===== config.mk =====
export PLATFORM = sky130hd
export DESIGN_NAME = mode_set_ctrl
export DESIGN_NICKNAME = d
export VERILOG_FILES = /design/src/rtl/mode_set_ctrl.sv
export SDC_FILE = /design/constraint.sdc
export NUM_CORES = 1
export LEC_CHECK = 0
export CAP_MARGIN = 20
export CORE_ASPECT_RATIO = 0.7
export CORE_UTILIZATION = 30
export DETAILED_ROUTE_END_ITERATION = 8
export DONT_BUFFER_PORTS = 1
export HOLD_SLACK_MARGIN = 0.03
export PLACE_DENSITY = 0.44
export SLEW_MARGIN = 20
export SYNTH_ARGS = -nofsm -noshare
export SYNTH_HDL_FRONTEND = slang
export SYNTH_SLANG_ARGS = --single-unit

===== constraint.sdc =====
create_clock -name i_clk -period 1.95 [get_ports i_clk]
set_clock_uncertainty 0.05 [all_clocks]
set_input_delay 0.2925 -clock i_clk [delete_from_list [all_inputs] [get_ports i_clk]]
set_output_delay 0.2925 -clock i_clk [all_outputs]
set_load 0.02 [all_outputs]

===== src/rtl/mode_set_ctrl.sv =====
// ============================================================================
// Module   : mode_set_ctrl
// Purpose  : Button front-end for a clock / stopwatch / timer. Turns debounced
//            button levels into mode selection, field editing and one-cycle
//            command pulses for the active datapath.
// Options  : MODE_SET_AUTO_REPEAT_EN - when defined, up/down held alone in
//            EDIT auto-repeat o_inc/o_dec after a delay, then at a fixed rate.
// Revision : 1.0 - initial release
// ============================================================================
`default_nettype none

module mode_set_ctrl #(
  parameter int unsigned REPEAT_DELAY_MS = 500,
  parameter int unsigned REPEAT_RATE_MS  = 100,
  parameter int unsigned EDIT_TIMEOUT_MS = 10000
) (
  input  logic       i_clk,
  input  logic       i_rstn,
  input  logic       i_ms_pulse,
  input  logic       i_up,
  input  logic       i_down,
  input  logic       i_left,
  input  logic       i_right,
  input  logic       i_mode,
  input  logic       i_set,
  output logic [1:0] o_mode,
  output logic       o_edit,
  output logic [1:0] o_field,
  output logic       o_inc,
  output logic       o_dec,
  output logic       o_run_toggle,
  output logic       o_clear
);

  // Button vector bit positions; higher index wins when presses coincide.
  localparam int unsigned c_B_MODE  = 5;
  localparam int unsigned c_B_SET   = 4;
  localparam int unsigned c_B_LEFT  = 3;
  localparam int unsigned c_B_RIGHT = 2;
  localparam int unsigned c_B_UP    = 1;
  localparam int unsigned c_B_DOWN  = 0;

  localparam int unsigned c_idle_w = (EDIT_TIMEOUT_MS < 2) ? 1 : $clog2(EDIT_TIMEOUT_MS + 1);
  localparam logic [c_idle_w-1:0] c_idle_last = c_idle_w'(EDIT_TIMEOUT_MS - 1);

  typedef enum logic {
    ST_NAV  = 1'b0,
    ST_EDIT = 1'b1
  } state_t;

  state_t            state_q, state_d;
  logic [1:0]        mode_q, mode_d;
  logic [1:0]        field_q, field_d;
  logic [c_idle_w-1:0] idle_q, idle_d;
  logic              inc_q, inc_d;
  logic              dec_q, dec_d;
  logic              rt_q, rt_d;
  logic              clr_q, clr_d;
  logic [5:0]        prev_q;

  logic [5:0]        w_btn;
  logic [5:0]        w_press;
  logic [5:0]        w_win;
  logic              w_any_press;
  logic              w_rpt_fire;   // auto-repeat wants an inc/dec this cycle
  logic              w_rpt_dn;     // auto-repeat direction: 1 = dec
  logic              w_rpt_busy;   // auto-repeat armed; holds the idle timer off

  assign w_btn       = {i_mode, i_set, i_left, i_right, i_up, i_down};
  assign w_press     = w_btn & ~prev_q;
  assign w_any_press = |w_press;

  // Fixed-priority pick of a single winning press; losers are simply dropped.
  always_comb begin
    w_win = '0;
    if (w_press[c_B_MODE])       w_win[c_B_MODE]  = 1'b1;
    else if (w_press[c_B_SET])   w_win[c_B_SET]   = 1'b1;
    else if (w_press[c_B_LEFT])  w_win[c_B_LEFT]  = 1'b1;
    else if (w_press[c_B_RIGHT]) w_win[c_B_RIGHT] = 1'b1;
    else if (w_press[c_B_UP])    w_win[c_B_UP]    = 1'b1;
    else if (w_press[c_B_DOWN])  w_win[c_B_DOWN]  = 1'b1;
  end

  function automatic logic [1:0] next_mode(input logic [1:0] m);
    case (m)
      2'd0:    next_mode = 2'd1;
      2'd1:    next_mode = 2'd2;
      default: next_mode = 2'd0;
    endcase
  endfunction

`ifdef MODE_SET_AUTO_REPEAT_EN
  localparam int unsigned c_rpt_max = (REPEAT_DELAY_MS > REPEAT_RATE_MS) ? REPEAT_DELAY_MS
                                                                         : REPEAT_RATE_MS;
  localparam int unsigned c_rpt_w   = (c_rpt_max < 2) ? 1 : $clog2(c_rpt_max + 1);

  logic               rpt_active_q, rpt_active_d;
  logic               rpt_dn_q, rpt_dn_d;
  logic               rpt_first_q, rpt_first_d;
  logic [c_rpt_w-1:0] rpt_cnt_q, rpt_cnt_d;
  logic [c_rpt_w-1:0] w_rpt_thr;
  logic               w_rpt_start;
  logic               w_rpt_alone;

  // Only an up/down press that actually wins in EDIT arms the repeat.
  assign w_rpt_start = (state_q == ST_EDIT) && (mode_q != 2'd3) && (w_win[c_B_UP] || w_win[c_B_DOWN]);
  assign w_rpt_alone = rpt_dn_q ? (w_btn == 6'b000001) : (w_btn == 6'b000010);
  assign w_rpt_thr   = rpt_first_q ? c_rpt_w'(REPEAT_DELAY_MS) : c_rpt_w'(REPEAT_RATE_MS);
  assign w_rpt_busy  = rpt_active_q;
  assign w_rpt_dn    = rpt_dn_q;

  // Repeat timer: first interval is the delay, later intervals the rate.
  always_comb begin
    rpt_active_d = rpt_active_q;
    rpt_dn_d     = rpt_dn_q;
    rpt_first_d  = rpt_first_q;
    rpt_cnt_d    = rpt_cnt_q;
    w_rpt_fire   = 1'b0;
    if (w_rpt_start) begin
      rpt_active_d = 1'b1;
      rpt_dn_d     = w_win[c_B_DOWN];
      rpt_first_d  = 1'b1;
      rpt_cnt_d    = '0;
    end else if (rpt_active_q) begin
      if ((state_q != ST_EDIT) || w_any_press || !w_rpt_alone) begin
        rpt_active_d = 1'b0;
        rpt_cnt_d    = '0;
      end else if (i_ms_pulse) begin
        if ((rpt_cnt_q + c_rpt_w'(1)) >= w_rpt_thr) begin
          w_rpt_fire  = 1'b1;
          rpt_first_d = 1'b0;
          rpt_cnt_d   = '0;
        end else if (rpt_cnt_q != '1) begin
          rpt_cnt_d = rpt_cnt_q + c_rpt_w'(1);
        end
      end
    end
  end

  // Repeat state registers.
  always_ff @(posedge i_clk or negedge i_rstn) begin
    if (!i_rstn) begin
      rpt_active_q <= 1'b0;
      rpt_dn_q     <= 1'b0;
      rpt_first_q  <= 1'b0;
      rpt_cnt_q    <= '0;
    end else begin
      rpt_active_q <= rpt_active_d;
      rpt_dn_q     <= rpt_dn_d;
      rpt_first_q  <= rpt_first_d;
      rpt_cnt_q    <= rpt_cnt_d;
    end
  end
`else
  // Repeat timing parameters only matter when auto-repeat is built in.
  if ((REPEAT_DELAY_MS == 0) || (REPEAT_RATE_MS == 0)) begin : g_repeat_unused
  end

  assign w_rpt_fire = 1'b0;
  assign w_rpt_dn   = 1'b0;
  assign w_rpt_busy = 1'b0;
`endif

  // Next-state and command decode for the NAV/EDIT controller.
  always_comb begin
    state_d = state_q;
    mode_d  = mode_q;
    field_d = field_q;
    idle_d  = idle_q;
    inc_d   = 1'b0;
    dec_d   = 1'b0;
    rt_d    = 1'b0;
    clr_d   = 1'b0;
    if (mode_q == 2'd3) begin
      // Unreachable encoding: fall back to a known-good state.
      state_d = ST_NAV;
      mode_d  = 2'd0;
      field_d = 2'd0;
      idle_d  = '0;
    end else begin
      case (state_q)
        ST_NAV: begin
          idle_d  = '0;
          field_d = 2'd0;
          if (w_win[c_B_MODE]) begin
            mode_d = next_mode(mode_q);
          end else if (w_win[c_B_SET]) begin
            if (mode_q == 2'd1) begin
              rt_d = 1'b1;
            end else begin
              state_d = ST_EDIT;
              field_d = 2'd0;
            end
          end else if (w_win[c_B_UP]) begin
            rt_d = (mode_q == 2'd2);
          end else if (w_win[c_B_DOWN]) begin
            clr_d = (mode_q != 2'd0);
          end
        end
        ST_EDIT: begin
          if (w_win[c_B_MODE]) begin
            state_d = ST_NAV;
            mode_d  = next_mode(mode_q);
            field_d = 2'd0;
          end else if (w_win[c_B_SET]) begin
            state_d = ST_NAV;
            field_d = 2'd0;
          end else if (w_win[c_B_LEFT]) begin
            field_d = (field_q >= 2'd2) ? 2'd0 : field_q + 2'd1;
          end else if (w_win[c_B_RIGHT]) begin
            case (field_q)
              2'd0:    field_d = 2'd2;
              2'd1:    field_d = 2'd0;
              2'd2:    field_d = 2'd1;
              default: field_d = 2'd0;
            endcase
          end else if (w_win[c_B_UP]) begin
            inc_d = 1'b1;
          end else if (w_win[c_B_DOWN]) begin
            dec_d = 1'b1;
          end else if (w_rpt_fire) begin
            inc_d = ~w_rpt_dn;
            dec_d = w_rpt_dn;
          end
          // Inactivity timer: any press or live repeat counts as activity.
          if (w_any_press || w_rpt_busy) begin
            idle_d = '0;
          end else if (i_ms_pulse) begin
            if (idle_q >= c_idle_last) begin
              state_d = ST_NAV;
              field_d = 2'd0;
              idle_d  = '0;
            end else begin
              idle_d = idle_q + c_idle_w'(1);
            end
          end
        end
        default: begin
          state_d = ST_NAV;
          mode_d  = 2'd0;
          field_d = 2'd0;
          idle_d  = '0;
        end
      endcase
    end
  end

  // State, counters, previous button levels and registered command pulses.
  always_ff @(posedge i_clk or negedge i_rstn) begin
    if (!i_rstn) begin
      state_q <= ST_NAV;
      mode_q  <= 2'd0;
      field_q <= 2'd0;
      idle_q  <= '0;
      inc_q   <= 1'b0;
      dec_q   <= 1'b0;
      rt_q    <= 1'b0;
      clr_q   <= 1'b0;
      prev_q  <= '1;
    end else begin
      state_q <= state_d;
      mode_q  <= mode_d;
      field_q <= field_d;
      idle_q  <= idle_d;
      inc_q   <= inc_d;
      dec_q   <= dec_d;
      rt_q    <= rt_d;
      clr_q   <= clr_d;
      prev_q  <= w_btn;
    end
  end

  assign o_mode       = mode_q;
  assign o_edit       = (state_q == ST_EDIT);
  assign o_field      = field_q;
  assign o_inc        = inc_q;
  assign o_dec        = dec_q;
  assign o_run_toggle = rt_q;
  assign o_clear      = clr_q;

endmodule

`default_nettype wire


==> Word-level counts from Yosys, hierarchy flattened <==
Index checks and enable logic that the tools add are counted.
{ "word_totals": {"output_inout_bits": 9, "ff_bits": 29, "inputBits": 9, "word_cells": 93} }
{ "classes": {"n_lt_le_gt_ge": 2, "n_addsub": 2, "bitwise": 3, "eq_ne": 5, "reduce_logical": 5, "muxes": 67} }
{ "ops": {"columns": ["operator", "n"], "rows": [
  ["14-bit 2-to-1 mux", 4],
  ["1-bit 2-to-1 mux", 43],
  ["14-bit case mux with 2 select lines", 1],
  ["2-bit 2-to-1 mux", 12],
  ["14-bit by 1-bit adder with 14-bit output, second input constant", 1],
  ["14-bit greater-or-equal comparator, second input constant", 1],
  ["2-bit case mux with 2 select lines", 3],
  ["6-bit bitwise AND", 1],
  ["2-bit equality test, second input constant", 3],
  ["6-bit inverter", 1],
  ["6-bit OR reduction", 1],
  ["5-bit 2-to-1 mux", 1],
  ["2-bit zero test", 2],
  ["4-bit 2-to-1 mux", 1],
  ["4-bit by 2-bit != test with 1-bit output, second input constant", 1],
  ["2-bit nonzero test", 2],
  ["3-bit 2-to-1 mux", 1],
  ["2-bit by 1-bit adder with 2-bit output, second input constant", 1],
  ["2-bit by 1-bit equality test with 1-bit output, second input constant", 1],
  ["2-bit greater-or-equal comparator, second input constant", 1],
  ["1-bit case mux with 2 select lines", 1],
  ["1-bit inverter", 1]
]} }

==> Logic depth before layout (Yosys ltp) <==
Gate-level depths: netlist of the first run.
{ "depth": {"ltp_word": 17, "depth_mapped": 6, "ltp_nobuf": 6} }

==> Worst setup path after synthesis of the first run <==
Ideal clock, no wire load.
{ "synth_timing": {"kind": "reg-to-reg", "startpoint": "register prev_q[5]", "endpoint": "register idle_q[10]", "setup_time_ps": 72, "slack_ps": 136, "required_time_ps": 1828, "arrival_ps": 1693, "n_path_buf": 1, "path_stages_with_launch": 7, "period_less_slack_ps": 1814, "path_cell_list": "dfstp_2 nor2b_4 nand2b_4 buf_6 or4_4 o21bai_4 nor2_1"} }
{ "synth_between": {"elab_chain_cells": 6, "elab_cells_between_ends": 7, "cone_classes": "eq/ne (1); mux (3); bitwise (2); reduce/logical (1)"} }
{ "synth_rtl": {"columns": ["element", "line", "text"], "rows": [
  ["start: declaration", "59", "logic [5:0] prev_q;"],
  ["start signal: assignment", "269", "prev_q <= w_btn;"],
  ["6-bit inverter (*)", "70", "assign w_press = w_btn & ~prev_q;"],
  ["6-bit bitwise AND (*)", "70", null],
  ["6-bit OR reduction (*)", "71", "assign w_any_press = |w_press;"],
  ["14-bit 2-to-1 mux", "226", "if (w_any_press || w_rpt_busy) begin"],
  ["14-bit case mux with 2 select lines", "181", "case (state_q)"],
  ["14-bit 2-to-1 mux", "174", "if (mode_q == 2'd3) begin"],
  ["end signal: assignment", "264", "idle_q <= idle_d;"],
  ["end: declaration", "54", "logic [c_idle_w-1:0] idle_q, idle_d;"]
]} }
Every way passes the cells marked *; elsewhere a longest branch is shown, timed or not.
A chain may end at the register's enable or synchronous reset.

==> Final worst setup path of the first run <==
{ "layout_timing": {"startpoint": "register prev_q[5]", "endpoint": "register idle_q[6]"} }
Same word-level chain as after synthesis.

==> impl_metrics.env, run 1 <==
export IMPL_outcome="complete, no violations"
export IMPL_synth_cells=132
export IMPL_ios=18
export IMPL_n_antenna_cell=0
export IMPL_grt_use_total_pct=14.3
export IMPL_multiInputGateArea_sq_um=608
export IMPL_pwr_share_seq_pct=47.4
export IMPL_ir_worst_vdd_mv=0.418
export IMPL_r2r_end="idle_q[6]"
export IMPL_hp_class="primary input to flip-flop"
export IMPL_grt_pass1_vias=986
export IMPL_cp_required_ns=2.11
export IMPL_layout_drive_gt1_share_pct=18.7
export IMPL_endpoint_kind="flip-flop"
export IMPL_cts_htree_levels=2
export IMPL_clkLatencyLatePin_ns=0.28
export IMPL_crit_end="idle_q[6]"
export IMPL_setup_viol=0
export IMPL_grt_max_degree=30
export IMPL_tns_ns=0
export IMPL_grt_setup_unrepaired="false"
export IMPL_fp_dieH_um=58.3
export IMPL_drv_cap=0
export IMPL_final_hold_violation_count=0
export IMPL_ys_seq_area_share_pct=54.0
export IMPL_place_ws_ns=0.0838
export IMPL_worst_slew_pin_slew_ns=0.450
export IMPL_cts_tree="yes"
export IMPL_clkSinkCount=29
export IMPL_io_buffers=0
export IMPL_postRouteAntennaNets=0
export IMPL_avgSynthCellArea_sq_um=10.3
export IMPL_syn2layout_area_growth_pct=22.7
export IMPL_nets=165
export IMPL_clock_power_share_pct=34.6
export IMPL_synth_top_area_share_pct=42.4
export IMPL_synth_area_leaders="dfrtp_1, dfstp_2, nor2_1"
export IMPL_fillers=421
export IMPL_relSlewSlack_pct=69.9
export IMPL_power_density_nw_per_um2=852
export IMPL_yosys_area_top_type="dfrtp_1"
export IMPL_firstDrtPassIters=4
export IMPL_routabilityCongestion=0.794
export IMPL_p_sw_mw=0.390
export IMPL_hold_depth=2
export IMPL_rr_worst_depth=5
export IMPL_core_area_sq_um=4330
export IMPL_root_buffer="clkbuf_8"
export IMPL_syn_area_sq_um=1360
export IMPL_crit_type="flip-flop to flip-flop"
export IMPL_drtIter0Drc=42
export IMPL_fmax_mhz=547
export IMPL_yosysWarningCount=0
export IMPL_final_cell_count_no_fill=210
export IMPL_die_area_sq_um=4800
export IMPL_ys_flop_type="dfrtp_1"
export IMPL_die_width_um=82.4
export IMPL_yosys_top_cells_count="dfrtp_1, nor2_1, nand2_1, nand3_1"
export IMPL_p_leak_nw=0.706
export IMPL_dp_cells=195
export IMPL_wl_um=2830
export IMPL_p_int_mw=1.03
export IMPL_setup_ws_ns=0.123
export IMPL_ff2ff_setup_slack_ns=0.12
export IMPL_synthArstFlopShare_pct=100
export IMPL_cts_buffers=5
export IMPL_clock_path_buffers=2
export IMPL_startpoint_type="flip-flop"
export IMPL_dp_hpwl_um=1950
export IMPL_crit_arrival_ns=1.99
export IMPL_start_util_pct=31.4
export IMPL_final_max_slew_viol_count=0
export IMPL_drcViolationCount=0
export IMPL_wire_per_inst_um=13.5
export IMPL_ys_ff_latch=29
export IMPL_cts_setup_buffers=0
export IMPL_vias=1031
export IMPL_syn_nets=142
export IMPL_synth_cell_type_count=35
export IMPL_path_clk_slew_ns=0.06
export IMPL_fin_crit_ns=1.83
export IMPL_regToRegStartpoint="prev_q[5]"
export IMPL_row_count=20
export IMPL_synth_edf_count=0
export IMPL_routed_via_density=4.91
export IMPL_seq_area_sq_um=733
export IMPL_grt_overflow=0
export IMPL_grt_pass1_wl_um=4800
export IMPL_pwr_share_comb_pct=18.0
export IMPL_p_sw_share_pct=27.5
export IMPL_crit_fanout=10
export IMPL_critPathLaunch="prev_q[5]"
export IMPL_whs_ns=0.122
export IMPL_antenna_found_initial=0
export IMPL_fin_crit_sh_pct=93.7
==> how the worst min path moves through the flow <==
stage | startpoint | endpoint
after global routing | i_ms_pulse | idle_q[1]
final | i_ms_pulse | idle_q[1]
after detailed placement | i_rstn | idle_q[11]
after global placement | i_rstn | idle_q[12]
after floorplan | i_rstn | idle_q[0]
after CTS | i_ms_pulse | idle_q[1]
==> metrics by stage <==
stage | power (mW) | instance area, sq um | utilization, %
floorplan | 0.829 | 1360 | -
finish | 1.42 | 1670 | 38.5
global route | 1.51 | 1670 | 38.5
global placement | 0.910 | 1480 | 34.2
CTS | 1.44 | 1660 | 38.3
detailed placement | 0.909 | 1480 | 34.2
==> power by group through the flow <==
stage | sequential, mW | combinational, mW | clock [mW]
4_1_cts | 0.671 | 0.257 | 0.513
3_5_place_dp | 0.682 | 0.228 | 0
5_1_grt | 0.676 | 0.286 | 0.544
2_1_floorplan | 0.726 | 0.102 | 0
6_report | 0.672 | 0.256 | 0.491
3_3_place_gp | 0.682 | 0.228 | 0
==> layout make-up <==
class,count,area share [%]
clock buffer,7,5.18
inverter,3,0.676
sequential,29,44.0
multi-input combinational,99,36.5
tap,55,4.13
timing repair buffer,17,9.47
==> cells by family (layout without fill, tap and decap cells) <==
logic type / Yosys count / after routing / share of synthesized area (%)
muxes: 1 / 1 / 0.737
adders and majority gates: 1 / 1 / 0.922
buffers and inverters: 4 / 27 / 1.66
xor gates and xnor gates: 10 / 10 / 6.45
and+or+nand+nor: 66 / 66 / 25.9
AOI/OAI and AO/OA: 21 / 21 / 10.3
DFF: 29 / 29 / 54.0
==> sequential cells by signal, summed over array words and instances, names as in the netlist <==
register	flops
o_mode	2
o_edit	1
idle_q	14
o_dec	1
prev_q	6
o_inc	1
o_run_toggle	1
o_field	2
o_clear	1
==> worst max-delay path, cell delays in order (launching register included) <==
cell,delay [ns]
dfstp_2,0.54
nor2b_4,0.05
nand2b_4,0.15
or4_4,0.57
o21bai_4,0.25
nor2_1,0.13
==> placed cells by master (no fill, tap or decap), drive strengths merged, types with 4 or more instances in the layout <==
master and n:
xor2 7, dfrtp 23, dfstp 6, o21ai 5, nand3 8, and3 5, nand2b 5, a21oi 7
dlygate4sd3 7, buf 10, clkbuf 7, nand2 8, nor2 23, nor4 4
==> routing by layer <==
metal / track usage, % / part of all wire [%] / wire length [um] / up-vias
li1: - / - / - / 507
met1: 20.8 / 52 / 1480 / 488
met2: 17.8 / 39 / 1120 / 28
met3: 5.35 / 6.1 / 172 / 8
met4: 7.52 / 2.3 / 64 / 0
met5: 0 / 0 / 0 / -
==> timing repair <==
action                                  4_1_cts  5_1_grt
hold buffers                                  8        0
gates resized for setup                       0        2
endpoints found under the hold margin        35        0
endpoints found under the setup margin        0       11
Power figures use the tool's default switching activity.
==> run 2, diff against run 1 <==
CAP_MARGIN = unset   (was 20)
PLACE_DENSITY = 0.51   (was 0.44)
==> impl_metrics.env, run 2 (synthesized netlist as in run 1, its figures left out) <==
export IMPL_cts_tree="yes"
export IMPL_endpoint_kind="flip-flop"
export IMPL_drv_cap=0
export IMPL_start_util_pct=31.4
export IMPL_final_max_slew_viol_count=0
export IMPL_firstDrtPassIters=4
export IMPL_grt_use_total_pct=13.7
export IMPL_wire_per_inst_um=13.7
export IMPL_path_clk_slew_ns=0.07
export IMPL_power_mw=1.57
export IMPL_fin_crit_ns=1.86
export IMPL_clock_path_buffers=2
export IMPL_fillers=419
export IMPL_final_cell_mix="dfrtp_1, nor2_1, nand3_1, nand2_1"
export IMPL_die_area_sq_um=4800
export IMPL_reg_top3="idle_q x14, prev_q x6"
export IMPL_postRouteAntennaNets=0
export IMPL_crit_fanout=10
export IMPL_dp_hpwl_um=1990
export IMPL_relSlewSlack_pct=74.8
export IMPL_critPathMaxStageDelay_ns=0.58
export IMPL_antenna_found_initial=0
export IMPL_worst_slew_pin_slew_ns=0.376
export IMPL_row_count=20
export IMPL_grt_setup_unrepaired="false"
export IMPL_drcViolationCount=0
export IMPL_final_cell_count_no_fill=207
export IMPL_routabilityCongestion=0.771
export IMPL_fin_util_pct=38.5
export IMPL_syn2layout_area_growth_pct=22.7
export IMPL_crit_type="flip-flop to flip-flop"
export IMPL_vias=1028
export IMPL_grt_overflow=0
export IMPL_grt_pass1_wl_um=4710
export IMPL_layout_drive_gt1_share_pct=17.8
export IMPL_cts_buffers=5
export IMPL_clkLatencyLatePin_ns=0.28
export IMPL_io_buffers=0
export IMPL_crit_arrival_ns=2.02
export IMPL_nets=161
export IMPL_worstPathCellList="nor2b_4 > nand2b_4 > or4_4 > o21bai_4 > nor2_1"
export IMPL_power_density_nw_per_um2=941
export IMPL_cp_top_family="simple AND/OR/NAND/NOR gates"
export IMPL_setup_viol=0
export IMPL_slowest_stage="or4_4"
export IMPL_root_buffer="clkbuf_8"
export IMPL_fmax_mhz=536
export IMPL_routed_via_density=4.97
export IMPL_fp_dieH_um=58.3
export IMPL_cts_htree_levels=2
export IMPL_hp_class="primary input to flip-flop"
export IMPL_crit_buf_inv=0
export IMPL_ir_worst_vdd_mv=0.352
export IMPL_final_common_cell="dfrtp_1"
export IMPL_grt_pass1_vias=985
export IMPL_final_hold_violation_count=0
export IMPL_cp_required_ns=2.10
export IMPL_n_antenna_cell=0
export IMPL_cts_setup_buffers=0
export IMPL_fin_crit_sh_pct=95.6
export IMPL_startpoint_type="flip-flop"
export IMPL_clkSinkCount=29
export IMPL_dp_cells=191
export IMPL_ios=18
export IMPL_largest_reg_flops=14
export IMPL_die_width_um=82.4
export IMPL_top_register="idle_q"
export IMPL_wl_um=2830
export IMPL_core_area_sq_um=4330
export IMPL_drtIter0Drc=63
export IMPL_outcome="complete, no violations"
export IMPL_grt_max_degree=30
export IMPL_p_leak_nw=0.700
export IMPL_tns_ns=0
## run 2: worst paths after layout
path                       slack (ns)    endpoint  depth (start not counted)        from
min                              0.12   idle_q[1]                          2  i_ms_pulse
min reg2reg                      0.52   idle_q[1]                          2   idle_q[1]
max                              0.09  idle_q[11]                          5   prev_q[5]
max in group asynchronous        1.21   prev_q[0]                          2      i_rstn
min in group asynchronous        0.40     o_clear                          2      i_rstn
max reg2reg                      0.09  idle_q[11]                          5   prev_q[5]
## run 2: metrics by stage
stage	hold slack [ns]	worst slack (ns)	instance area [sq um]
after global placement	-0.0524	0.127	1450
after floorplan	-0.0531	0.136	1360
after detailed placement	-0.0525	0.0908	1450
after CTS	0.117	0.0833	1660
final	0.120	0.0858	1670
after global routing	0.112	0.0226	1670
## run 2: per-layer routing
metal  track usage (%)  routed length, um
met5                 0                  0
met4              7.52                 46
met3              5.04                115
met2              18.5               1200
met1              18.7               1460
## run 2: power by group
| group | leakage [nW] | switching (mW) | internal, mW |
|---|---|---|---|
| Combinational | 0.261 | 0.150 | 0.101 |
| Sequential | 0.381 | 0.0273 | 0.644 |
| Clock | 0.0585 | 0.229 | 0.416 |
| Total | 0.700 | 0.406 | 1.16 |
## run 2: layout make-up
class,instances,area [sq um],share of cell area [%]
inverters,3,11.3,0.676
clock buffers,7,86.3,5.18
flip-flops and latches,29,733,44.0
well taps,55,68.8,4.13
clock inverters,1,30.0,1.80
repair buffers,13,128,7.66
multi-input cells,99,608,36.5
## run 2: what timing repair did
action / in CTS / in global routing
endpoints found under the hold margin: 35 / 0
resized for setup: 0 / 3
setup endpoints to repair: 0 / 5
hold buffers: 8 / 0
